===== config.mk =====
export PLATFORM = sky130hd
export DESIGN_NAME = intc_ack_master_flat
export DESIGN_NICKNAME = d
export VERILOG_FILES = /design/src/rtl/intc_ack_master_pkg.sv /design/src/rtl/intc_ack_master_if.sv /design/src/rtl/intc_ack_master_axil_wr_pair.sv /design/src/rtl/intc_ack_master.sv /design/src/flat_wrapper.sv
export SDC_FILE = /design/constraint.sdc
export NUM_CORES = 1
export LEC_CHECK = 0
export CELL_PAD_IN_SITES_DETAIL_PLACEMENT = 1
export CELL_PAD_IN_SITES_GLOBAL_PLACEMENT = 2
export CORE_ASPECT_RATIO = 1.75
export CORE_MARGIN = 2
export CORE_UTILIZATION = 13
export CTS_CLUSTER_SIZE = 16
export DETAILED_ROUTE_END_ITERATION = 7
export PLACE_DENSITY_LB_ADDON = 0.1
export SYNTH_ARGS = -nofsm -noshare
export SYNTH_HDL_FRONTEND = slang
export SYNTH_SLANG_ARGS = --single-unit

===== constraint.sdc =====
create_clock -name aclk -period 1.2 [get_ports aclk]
set_input_delay 0.18 -clock aclk [delete_from_list [all_inputs] [get_ports aclk]]
set_output_delay 0.18 -clock aclk [all_outputs]
set_load 0.02 [all_outputs]

===== src/rtl/intc_ack_master_pkg.sv =====
// Shared constants and the state type for the interrupt-acknowledge master.
package intc_ack_pkg;

  // Controller register offsets within its AXI-Lite window
  localparam logic [8:0]  IVR_OFF   = 9'h18;
  localparam logic [8:0]  IAR_OFF   = 9'h0C;

  // AXI response code and the IVR value meaning "nothing pending"
  localparam logic [1:0]  RESP_OKAY = 2'b00;
  localparam logic [31:0] IVR_NONE  = 32'hFFFF_FFFF;

  typedef enum logic [2:0] {
    IDLE,
    AR,
    R,
    VEC,
    WR,
    B
  } state_t;

endpackage


===== src/rtl/intc_ack_master_if.sv =====
// AXI-Lite link between the acknowledge master and the interrupt controller.
interface intc_ack_master_if #(
  parameter int ADDR_W = 9
) ();

  logic [ADDR_W-1:0] araddr;
  logic              arvalid;
  logic              arready;
  logic [31:0]       rdata;
  logic [1:0]        rresp;
  logic              rvalid;
  logic              rready;

  logic [ADDR_W-1:0] awaddr;
  logic              awvalid;
  logic              awready;
  logic [31:0]       wdata;
  logic [3:0]        wstrb;
  logic              wvalid;
  logic              wready;
  logic [1:0]        bresp;
  logic              bvalid;
  logic              bready;

  modport master (
    output araddr, arvalid, rready, awaddr, awvalid, wdata, wstrb, wvalid, bready,
    input  arready, rdata, rresp, rvalid, awready, wready, bresp, bvalid
  );

  modport slave (
    input  araddr, arvalid, rready, awaddr, awvalid, wdata, wstrb, wvalid, bready,
    output arready, rdata, rresp, rvalid, awready, wready, bresp, bvalid
  );

endinterface


===== src/rtl/intc_ack_master_axil_wr_pair.sv =====
// Drives AW/W valids for one IAR write; each channel drops independently once
// accepted, and done rises on the cycle the second channel is accepted.
module axil_wr_pair (
  input  logic clk,
  input  logic rst,
  input  logic active,
  input  logic awready,
  input  logic wready,
  output logic awvalid,
  output logic wvalid,
  output logic done
);

  logic aw_done_q, aw_done_d;
  logic w_done_q, w_done_d;

  // Sticky per-channel accept flags, cleared whenever no write is in progress
  always_comb begin
    awvalid   = active & ~aw_done_q;
    wvalid    = active & ~w_done_q;
    aw_done_d = active & (aw_done_q | (awvalid & awready));
    w_done_d  = active & (w_done_q | (wvalid & wready));
    done      = aw_done_d & w_done_d;
  end

  // Flag registers
  always_ff @(posedge clk) begin
    if (rst) begin
      aw_done_q <= 1'b0;
      w_done_q  <= 1'b0;
    end else begin
      aw_done_q <= aw_done_d;
      w_done_q  <= w_done_d;
    end
  end

endmodule


===== src/rtl/intc_ack_master.sv =====
// AXI-Lite master that reads the interrupt controller IVR, hands the vector to
// a consumer and, once acknowledged, writes the matching IAR bit.
// Optional: define INTC_ACK_TIMEOUT_EN to bound the R and B response waits by
// TIMEOUT_CYC cycles; otherwise those states wait indefinitely.
module intc_ack_master
  import intc_ack_pkg::*;
#(
  parameter int              ADDR_W      = 9,
  parameter logic [ADDR_W-1:0] BASE_ADDR = '0,
  parameter int              NUM_INTR    = 8,
  parameter int              TIMEOUT_CYC = 256
) (
  input  logic                        aclk,
  input  logic                        areset,
  input  logic                        en_i,
  input  logic                        irq_i,
  output logic [$clog2(NUM_INTR)-1:0] vec_o,
  output logic                        vec_valid_o,
  input  logic                        vec_ready_i,
  output logic                        spurious_o,
  output logic                        err_o,
  output logic                        busy_o,
  intc_ack_master_if.master           m_axi
);

  localparam int VEC_W = $clog2(NUM_INTR);

  state_t            state_q, state_d;
  logic [VEC_W-1:0]  vec_q, vec_d;
  logic              err_q, err_d;
  logic              spur_q, spur_d;
  logic              hold_q, hold_d;
  logic              wr_done;

`ifdef INTC_ACK_TIMEOUT_EN
  localparam int CNT_W = $clog2(TIMEOUT_CYC);
  logic [CNT_W-1:0]  cnt_q, cnt_d;
  logic              timeout;
`endif

  axil_wr_pair u_wr_pair (
    .clk     (aclk),
    .rst     (areset),
    .active  (state_q == WR),
    .awready (m_axi.awready),
    .wready  (m_axi.wready),
    .awvalid (m_axi.awvalid),
    .wvalid  (m_axi.wvalid),
    .done    (wr_done)
  );

  // Bus-side outputs decoded from the current state; everything idles at zero
  always_comb begin
    m_axi.araddr  = '0;
    m_axi.arvalid = 1'b0;
    m_axi.rready  = 1'b0;
    m_axi.awaddr  = '0;
    m_axi.wdata   = '0;
    m_axi.wstrb   = '0;
    m_axi.bready  = 1'b0;
    case (state_q)
      AR: begin
        m_axi.araddr  = BASE_ADDR + ADDR_W'(IVR_OFF);
        m_axi.arvalid = 1'b1;
      end
      R:  m_axi.rready = 1'b1;
      WR: begin
        m_axi.awaddr = BASE_ADDR + ADDR_W'(IAR_OFF);
        m_axi.wdata  = 32'd1 << vec_q;
        m_axi.wstrb  = 4'hF;
      end
      B:  m_axi.bready = 1'b1;
      default: ;
    endcase
  end

`ifdef INTC_ACK_TIMEOUT_EN
  // Response-wait counter: restarts on every entry to R or B
  always_comb begin
    timeout = (cnt_q == CNT_W'(TIMEOUT_CYC - 1));
    cnt_d   = '0;
    if (((state_q == R) || (state_q == B)) && (state_d == state_q)) begin
      cnt_d = cnt_q + 1'b1;
    end
  end
`endif

  // Next-state logic; the hold flag forces one idle cycle after the IAR write
  always_comb begin
    state_d = state_q;
    vec_d   = vec_q;
    err_d   = 1'b0;
    spur_d  = 1'b0;
    hold_d  = 1'b0;
    case (state_q)
      IDLE: begin
        if (!hold_q && en_i && irq_i) state_d = AR;
      end
      AR: begin
        if (m_axi.arready) state_d = R;
      end
      R: begin
        if (m_axi.rvalid) begin
          if (m_axi.rresp != RESP_OKAY) begin
            err_d   = 1'b1;
            state_d = IDLE;
          end else if (m_axi.rdata == IVR_NONE) begin
            spur_d  = 1'b1;
            state_d = IDLE;
          end else begin
            vec_d   = m_axi.rdata[VEC_W-1:0];
            state_d = VEC;
          end
        end
`ifdef INTC_ACK_TIMEOUT_EN
        else if (timeout) begin
          err_d   = 1'b1;
          state_d = IDLE;
        end
`endif
      end
      VEC: begin
        if (vec_ready_i) state_d = WR;
      end
      WR: begin
        if (wr_done) state_d = B;
      end
      B: begin
        if (m_axi.bvalid) begin
          err_d   = (m_axi.bresp != RESP_OKAY);
          hold_d  = 1'b1;
          state_d = IDLE;
        end
`ifdef INTC_ACK_TIMEOUT_EN
        else if (timeout) begin
          err_d   = 1'b1;
          state_d = IDLE;
        end
`endif
      end
      default: state_d = IDLE;
    endcase
  end

  // State and status registers; reset wins over any in-flight handshake
  always_ff @(posedge aclk) begin
    if (areset) begin
      state_q <= IDLE;
      vec_q   <= '0;
      err_q   <= 1'b0;
      spur_q  <= 1'b0;
      hold_q  <= 1'b0;
`ifdef INTC_ACK_TIMEOUT_EN
      cnt_q   <= '0;
`endif
    end else begin
      state_q <= state_d;
      vec_q   <= vec_d;
      err_q   <= err_d;
      spur_q  <= spur_d;
      hold_q  <= hold_d;
`ifdef INTC_ACK_TIMEOUT_EN
      cnt_q   <= cnt_d;
`endif
    end
  end

  assign vec_o       = vec_q;
  assign vec_valid_o = (state_q == VEC);
  assign busy_o      = (state_q != IDLE);
  assign err_o       = err_q;
  assign spurious_o  = spur_q;

endmodule


===== src/flat_wrapper.sv =====
// flat-port wrapper written by rule: the top's interface ports become plain ports
module intc_ack_master_flat import intc_ack_pkg::*;
#(
  parameter int              ADDR_W      = 9,
  parameter logic [ADDR_W-1:0] BASE_ADDR = '0,
  parameter int              NUM_INTR    = 8,
  parameter int              TIMEOUT_CYC = 256
)
  (aclk, areset, en_i, irq_i, vec_o, vec_valid_o, vec_ready_i, spurious_o, err_o, busy_o, m_axi_araddr, m_axi_arvalid, m_axi_rready, m_axi_awaddr, m_axi_awvalid, m_axi_wdata, m_axi_wstrb, m_axi_wvalid, m_axi_bready, m_axi_arready, m_axi_rdata, m_axi_rresp, m_axi_rvalid, m_axi_awready, m_axi_wready, m_axi_bresp, m_axi_bvalid);
  intc_ack_master_if #(.ADDR_W(ADDR_W)) m_axi_i ();
  input  logic aclk;
  input  logic areset;
  input  logic en_i;
  input  logic irq_i;
  output logic [$clog2(NUM_INTR)-1:0] vec_o;
  output logic vec_valid_o;
  input  logic vec_ready_i;
  output logic spurious_o;
  output logic err_o;
  output logic busy_o;
  output wire logic [$bits(m_axi_i.araddr)-1:0] m_axi_araddr;
  output wire logic [$bits(m_axi_i.arvalid)-1:0] m_axi_arvalid;
  output wire logic [$bits(m_axi_i.rready)-1:0] m_axi_rready;
  output wire logic [$bits(m_axi_i.awaddr)-1:0] m_axi_awaddr;
  output wire logic [$bits(m_axi_i.awvalid)-1:0] m_axi_awvalid;
  output wire logic [$bits(m_axi_i.wdata)-1:0] m_axi_wdata;
  output wire logic [$bits(m_axi_i.wstrb)-1:0] m_axi_wstrb;
  output wire logic [$bits(m_axi_i.wvalid)-1:0] m_axi_wvalid;
  output wire logic [$bits(m_axi_i.bready)-1:0] m_axi_bready;
  input wire logic [$bits(m_axi_i.arready)-1:0] m_axi_arready;
  input wire logic [$bits(m_axi_i.rdata)-1:0] m_axi_rdata;
  input wire logic [$bits(m_axi_i.rresp)-1:0] m_axi_rresp;
  input wire logic [$bits(m_axi_i.rvalid)-1:0] m_axi_rvalid;
  input wire logic [$bits(m_axi_i.awready)-1:0] m_axi_awready;
  input wire logic [$bits(m_axi_i.wready)-1:0] m_axi_wready;
  input wire logic [$bits(m_axi_i.bresp)-1:0] m_axi_bresp;
  input wire logic [$bits(m_axi_i.bvalid)-1:0] m_axi_bvalid;
  assign m_axi_araddr = m_axi_i.araddr;
  assign m_axi_arvalid = m_axi_i.arvalid;
  assign m_axi_rready = m_axi_i.rready;
  assign m_axi_awaddr = m_axi_i.awaddr;
  assign m_axi_awvalid = m_axi_i.awvalid;
  assign m_axi_wdata = m_axi_i.wdata;
  assign m_axi_wstrb = m_axi_i.wstrb;
  assign m_axi_wvalid = m_axi_i.wvalid;
  assign m_axi_bready = m_axi_i.bready;
  assign m_axi_i.arready = m_axi_arready;
  assign m_axi_i.rdata = m_axi_rdata;
  assign m_axi_i.rresp = m_axi_rresp;
  assign m_axi_i.rvalid = m_axi_rvalid;
  assign m_axi_i.awready = m_axi_awready;
  assign m_axi_i.wready = m_axi_wready;
  assign m_axi_i.bresp = m_axi_bresp;
  assign m_axi_i.bvalid = m_axi_bvalid;
  intc_ack_master #(.ADDR_W(ADDR_W), .BASE_ADDR(BASE_ADDR), .NUM_INTR(NUM_INTR), .TIMEOUT_CYC(TIMEOUT_CYC)) u_core (.aclk(aclk), .areset(areset), .en_i(en_i), .irq_i(irq_i), .vec_o(vec_o), .vec_valid_o(vec_valid_o), .vec_ready_i(vec_ready_i), .spurious_o(spurious_o), .err_o(err_o), .busy_o(busy_o), .m_axi(m_axi_i));
endmodule

==> impl_results.md, run 1 <==
- Status: finished with violations
- Failing checks: setup timing
- Total CTS buffers: 3
- CTS sink cnt: 11
- Initial Utilization: 0.133
- Synth Instances: around 150
- Flop pwr share: 0.178
- H-tree levels: 1
- Reg clk slew, reported paths: approximately 0.050 ns
- Number of global-route vias before repair: approximately 1,400
- DR vias: between 1,000 and 1,500
- Dpl cells: 360
- Port bufs: 73
- Post-Synthesis Cell Area: between 1000 and 1500 sq um
- Post-route ant nets: 0
- Die Width: approximately 77 um
- Finished Layout Cells: roughly 380
- Initial drt markers: 12
- Worst setup EP type: output pin
- Hold buffers post-CTS: 0
- Mean Syn Cell Area: between 8 and 9 sq um
- Fmax achieved: between 600 and 700 MHz
- Drt total wl: approximately 4500 um
- FF+latch count, synth: 11
- Crit Path Max Fanout: 4
- Worst EP arrival: about 1.4 ns
- Buffer levels on the longest clock path: 2
- Diode count: 0
- Post-DP Area: 2160 sq um
- Switching share of total power: 0.354
- Final TNS setup: -7.11 ns
- Worst vdd ir: 350 uV
- GRT Overall Usage: 0.0887
- Crit Path Class: reg2out
- Cell Pwr Density: 1000 nW/um^2
- Internal Power: about 1.6 mW
- Critical Path RT: around 1.0 ns
- Final Setup Violations: 31
- Fraction of layout cells with a size suffix above 1: 0.451
- Switch Pwr: ~880 uW
- Share of total power in the clock network: 0.251
- Logic pwr share: 0.571
- LEAKAGE: about 1.1 nW
- Post-DP HPWL: around 3800 um
- Worst hold path class: in2reg
- Design area: around 2500 sq um
- Synth Warn #: 0
- Avg Vias per Cell: between 3 and 4
- Setup ws final: -0.326 ns
- Most frequent cells in the layout: buf_4 (39), conb_1 (38), dlygate4sd2_1 (33)
- DR WL/cell: 12.0 um
- Largest net degree at the start of global routing: 13
- Fin crit period: about 1.5 ns
- First-pass GRT wire length: 7080 um
- 1st-pass router iterations: 4
- Pins Over Slew Limit: 0
- Most common cell after layout, fill and taps aside: buf_4
- CTS tree: yes
- RSZ-0062 raised after global routing: yes
- DIE AREA: ~10,000 sq um
- Gpl congestion: approximately 0.65
- Area grow syn2layout: 106%
- Synth cell types: 36
- Core Region: around 9000 sq um
- Sequential fraction of the synthesis area: 0.183
- Final #Nets: around 300
- Die height: around 130 um
- Grt total ovfl: 0
- Initial antenna violation count: 0
- Root Buffer: clkbuf_16
- Final Hold Fails: 0
- Max Cap Viol: 0
- Core Rows: 46
- Tcrit/Tclk final: 1.27
- I/O pin count: between 100 and 150
- Overall Power: between 2 and 2.5 mW
- Worst Skew: between 0.0007 and 0.0008 ns
- CP startpoint kind: register
- Worst skew pair latency: 0.24 ns
- Residual DRC count: 0
==> sequential cells by signal, summed over array words and instances, names as in the netlist <==
name,flops
u_core.err_o,1
u_core.hold_q,1
u_core.spurious_o,1
u_core.state_q,3
u_core.u_wr_pair.aw_done_q,1
u_core.u_wr_pair.w_done_q,1
u_core.vec_o,3
==> kinds of logic after synthesis <==
family | count (synthesis) | synth area share
simple gates | 63 | 0.325
buf+inv | 52 | 0.325
compound gates | 15 | 0.132
flops | 11 | 0.183
mux | 4 | 0.0332
other cells | 1 | 0.00311
==> path summary, 6_finish.rpt <==
check,cells after the start,slack (ns),startpoint,to
worst max register to register,6,-0.32,u_core.state_q[0],u_core.state_q[1]
worst max-delay path,4,-0.33,u_core.state_q[0],busy_o
worst min-delay path,3,0.35,m_axi_rdata[0],u_core.vec_o[0]
worst min register to register,2,0.54,u_core.u_wr_pair.aw_done_q,u_core.u_wr_pair.aw_done_q
==> through the flow <==
stage          utilization  hold WS, ns  setup WS [ns]
2_1_floorplan            -        0.318         -0.234
3_3_place_gp         0.239        0.499         -0.683
3_5_place_dp         0.239        0.507         -0.681
4_1_cts              0.261        0.357         -0.363
5_1_grt              0.274        0.366         -0.419
6_report             0.274        0.348         -0.326
==> synth_stat cells <==
library cell	count	area, sq um
dfxtp_1	11	220
nor4b_1	1	8.76
nand2_2	1	6.26
mux2i_1	4	40.0
nor3b_4	1	18.8
nand3_1	1	5.00
a2111oi_4	1	27.5
inv_1	1	3.75
o221ai_2	1	15.0
buf_4	47	353
inv_6	1	8.76
a2bb2oi_4	1	26.3
o22a_1	1	8.76
buf_6	2	22.5
nor4_2	2	25.0
conb_1	1	3.75
or3_4	1	11.3
and3b_2	1	10.0
o21ai_1	1	5.00
o22ai_1	1	6.26
o211a_1	1	10.0
nand3b_4	1	20.0
nor3b_1	1	7.51
nand2b_1	10	62.6
or2b_1	2	15.0
nor4_1	1	6.26
and3b_1	1	8.76
or4_1	2	15.0
o2111ai_1	4	35.0
clkbuf_1	1	3.75
a21oi_1	2	10.0
nand4_1	8	50.1
nor2_1	14	52.6
nor3_1	10	50.1
o211ai_1	2	15.0
nand2_1	5	18.8
==> timing repair <==
action,4_1_cts,5_1_grt
pin swaps,14,3
setup buffers,10,4
cloned,0,1
endpoints found under the setup margin,37,33
gates resized for setup,194,28
endpoints found under the hold margin,0,0
==> worst max-delay path, cell delays in order (launching register included) <==
cell,delay [ns]
dfxtp_4,0.35
buf_6,0.11
or3_4,0.38
buf_4,0.14
buf_6,0.12
==> power groups by stage <==
stage | combinational [mW] | clock (mW) | sequential (mW)
final | 1.42 | 0.623 | 0.442
after global routing | 1.53 | 0.656 | 0.446
after CTS | 1.32 | 0.638 | 0.436
after detailed placement | 1.24 | 0 | 0.439
after global placement | 1.24 | 0 | 0.440
after floorplan | 0.831 | 0 | 0.438
==> layout make-up <==
type | instances | area [sq um]
inverter | 2 | 12.5
sequential | 11 | 230
timing repair buffer | 120 | 1100
fill | 1081 | 6560
tap | 120 | 150
clock buffer | 4 | 78.8
multi-input combinational | 120 | 906
==> routing by layer <==
metal  vias up  GRT usage  wire [um]  share of wire
li1        656          -          -              -
met1       607     0.0807       1430           0.32
met2        76      0.180       2630           0.58
met3         2     0.0185        369          0.082
met4         0     0.0394         78          0.017
met5         -          0          0              0
(Power assumes the default switching activity.)
==> run 2: changes to the inputs <==
--- a/config.mk
+++ b/config.mk
@@ -16,3 +16,4 @@
 export SYNTH_ARGS = -nofsm -noshare
 export SYNTH_HDL_FRONTEND = slang
 export SYNTH_SLANG_ARGS = --single-unit
+export TNS_END_PERCENT = 20
==> run 2 against run 1 <==
The run still ends with setup timing left; sequential share of layout area increased by 0.77 points; critical path depth rose by 2; core utilization shrank 1.3 points; clock-buffer cell count is the same; total power fell by 6.6%; final cell count is 2.1% lower; clock skew is essentially flat; maximum frequency decreased by 1.1%; die area did not move; combinational power fell by 11%; hold slack lost 0.091 ns; sequential power is essentially flat; critical path type is now reg2reg; highest routed layer unchanged.
==> impl_results.md, run 2 (same netlist as run 1, synthesis figures left out) <==
- Status: finished with violations
- Failing checks: setup timing
- Worst vdd ir: 402 uV
- GRT Overall Usage: 0.0882
- H-tree levels: 1
- Most frequent cells in the layout: buf_4 (43), conb_1 (38), dlymetal6s2s_1 (31)
- CTS sink cnt: 11
- DR vias: about 1,300
- Area grow syn2layout: 96.1%
- Dpl cells: about 360
- WL met2: 2700 um
- CTS tree: yes
- Worst reg2reg path endpoint: u_core.state_q[1]
- DR WL/cell: 12.5 um
- Drt total wl: approximately 4600 um
- Hold_sp: m_axi_rdata[2]
- Crit Path Class: reg2reg
- Pins Over Slew Limit: 0
- Critical Path RT: roughly 1.4 ns
- R2R cell count: 6
- Wl on met1: between 1000 and 1500 um
- Initial Utilization: 0.133
- Diode count: 0
- Most common cell after layout, fill and taps aside: buf_4
- Finished Layout Cells: between 300 and 400
- Hold Path Sink: u_core.vec_o[2]
- Worst Skew: between 0.0004 and 0.0005 ns
- Cell Pwr Density: roughly 1000 nW/um^2
- Max Cap Viol: 0
- Die Width: approximately 77 um
- Post-route ant nets: 0
- Initial drt markers: 18
- Final Setup Violations: 31
- Worst setup EP type: register
- Metal3 WL: ~380 um
- Worst hold path class: in2reg
- Avg Vias per Cell: approximately 3.6
- Worst skew pair latency: 0.24 ns
- Worst EP arrival: 1.70 ns
- Largest net degree at the start of global routing: 10
- Tcrit/Tclk final: 1.29
- R2R Path Start: u_core.state_q[2]
- Crit Path Max Fanout: 5
- Die height: between 100 and 150 um
- Fraction of layout cells with a size suffix above 1: 0.418
- RSZ-0062 raised after global routing: yes
- Core Rows: 46
- Grt total ovfl: 0
- I/O pin count: 112
- Final Hold Fails: 0
- Post-DP HPWL: just under 4000 um
- Core Region: between 9000 and 10,000 sq um
- Initial antenna violation count: 0
- Residual DRC count: 0
- Root Buffer: clkbuf_16
- First-pass GRT wire length: 6960 um
- Hold Path Depth: 3
- Multi-input logic area: around 830 sq um
- Fmax achieved: approximately 650 MHz
- Buffer levels on the longest clock path: 2
- Final #Nets: 296
- DIE AREA: 10,100 sq um
- Reg clk slew, reported paths: approximately 0.04 ns
- Storage cell area: roughly 240 sq um
- Fin crit period: between 1.5 and 2 ns
- Reg2Reg Setup Slack: -0.34 ns
- Setup ws final: -0.343 ns
- Port bufs: 73
- Gpl congestion: 0.668
- CP startpoint kind: register
- Number of global-route vias before repair: about 1,400
- Total CTS buffers: 3
- 1st-pass router iterations: 4
- Filler cell count: roughly 1,100
- LEAKAGE: 1.27 nW
- Max layer used: met4
- Dpl ws: -0.661 ns
- Worst hold slack: 0.256 ns
-- run 2: worst max path at each step --
stage                           start                 to  slack [ns]  cells past startpoint
floorplan           u_core.state_q[1]    u_core.vec_o[0]       -0.24                      5
global placement       m_axi_rdata[1]  u_core.state_q[0]       -0.63                      5
detailed placement     m_axi_rdata[0]  u_core.state_q[0]       -0.66                      5
CTS                 u_core.state_q[2]  u_core.state_q[1]       -0.35                      6
global route        u_core.state_q[2]  u_core.state_q[1]       -0.40                      6
finish              u_core.state_q[2]  u_core.state_q[1]       -0.34                      6
-- run 2: final cells by class --
class	instances	share of cell area
timing repair buffer	112	0.447
sequential	11	0.101
clock buffer	4	0.0333
tap	120	0.0635
inverter	2	0.00529
multi-input combinational	120	0.351
-- run 2: layer usage --
layer,track usage,vias to the layer above
met1,0.0794,611
met4,0.0424,0
li1,-,640
met3,0.0172,5
met2,0.179,79
met5,0,-
-- run 2: stage by stage --
step | setup TNS, ns | total power [mW] | area, sq um | util
5_1_grt | -8.08 | 2.48 | 2360 | 0.262
2_1_floorplan | -3.22 | 1.24 | 1370 | -
6_report | -5.98 | 2.32 | 2360 | 0.262
3_5_place_dp | -15.16 | 1.67 | 2120 | 0.235
4_1_cts | -7.70 | 2.34 | 2220 | 0.246
3_3_place_gp | -14.86 | 1.66 | 2120 | 0.235
-- run 2: power breakdown --
part | internal, mW | switching, mW
Clock | 0.446 | 0.166
Sequential | 0.402 | 0.0397
Combinational | 0.632 | 0.634
Total | 1.48 | 0.839
-- run 2: critical path, cell delays in order, from the launching register on --
cell,delay [ns]
dfxtp_4,0.36
buf_8,0.13
or3_4,0.38
buf_6,0.13
a2bb2oi_4,0.16
o211a_1,0.15
o211ai_1,0.15
-- run 2: repair_timing --
action	in CTS	in global routing
pin swaps	17	13
resized for setup	139	49
setup buffers	3	5
gates cloned	0	1
hold buffers	0	0
setup endpoints to repair	37	33
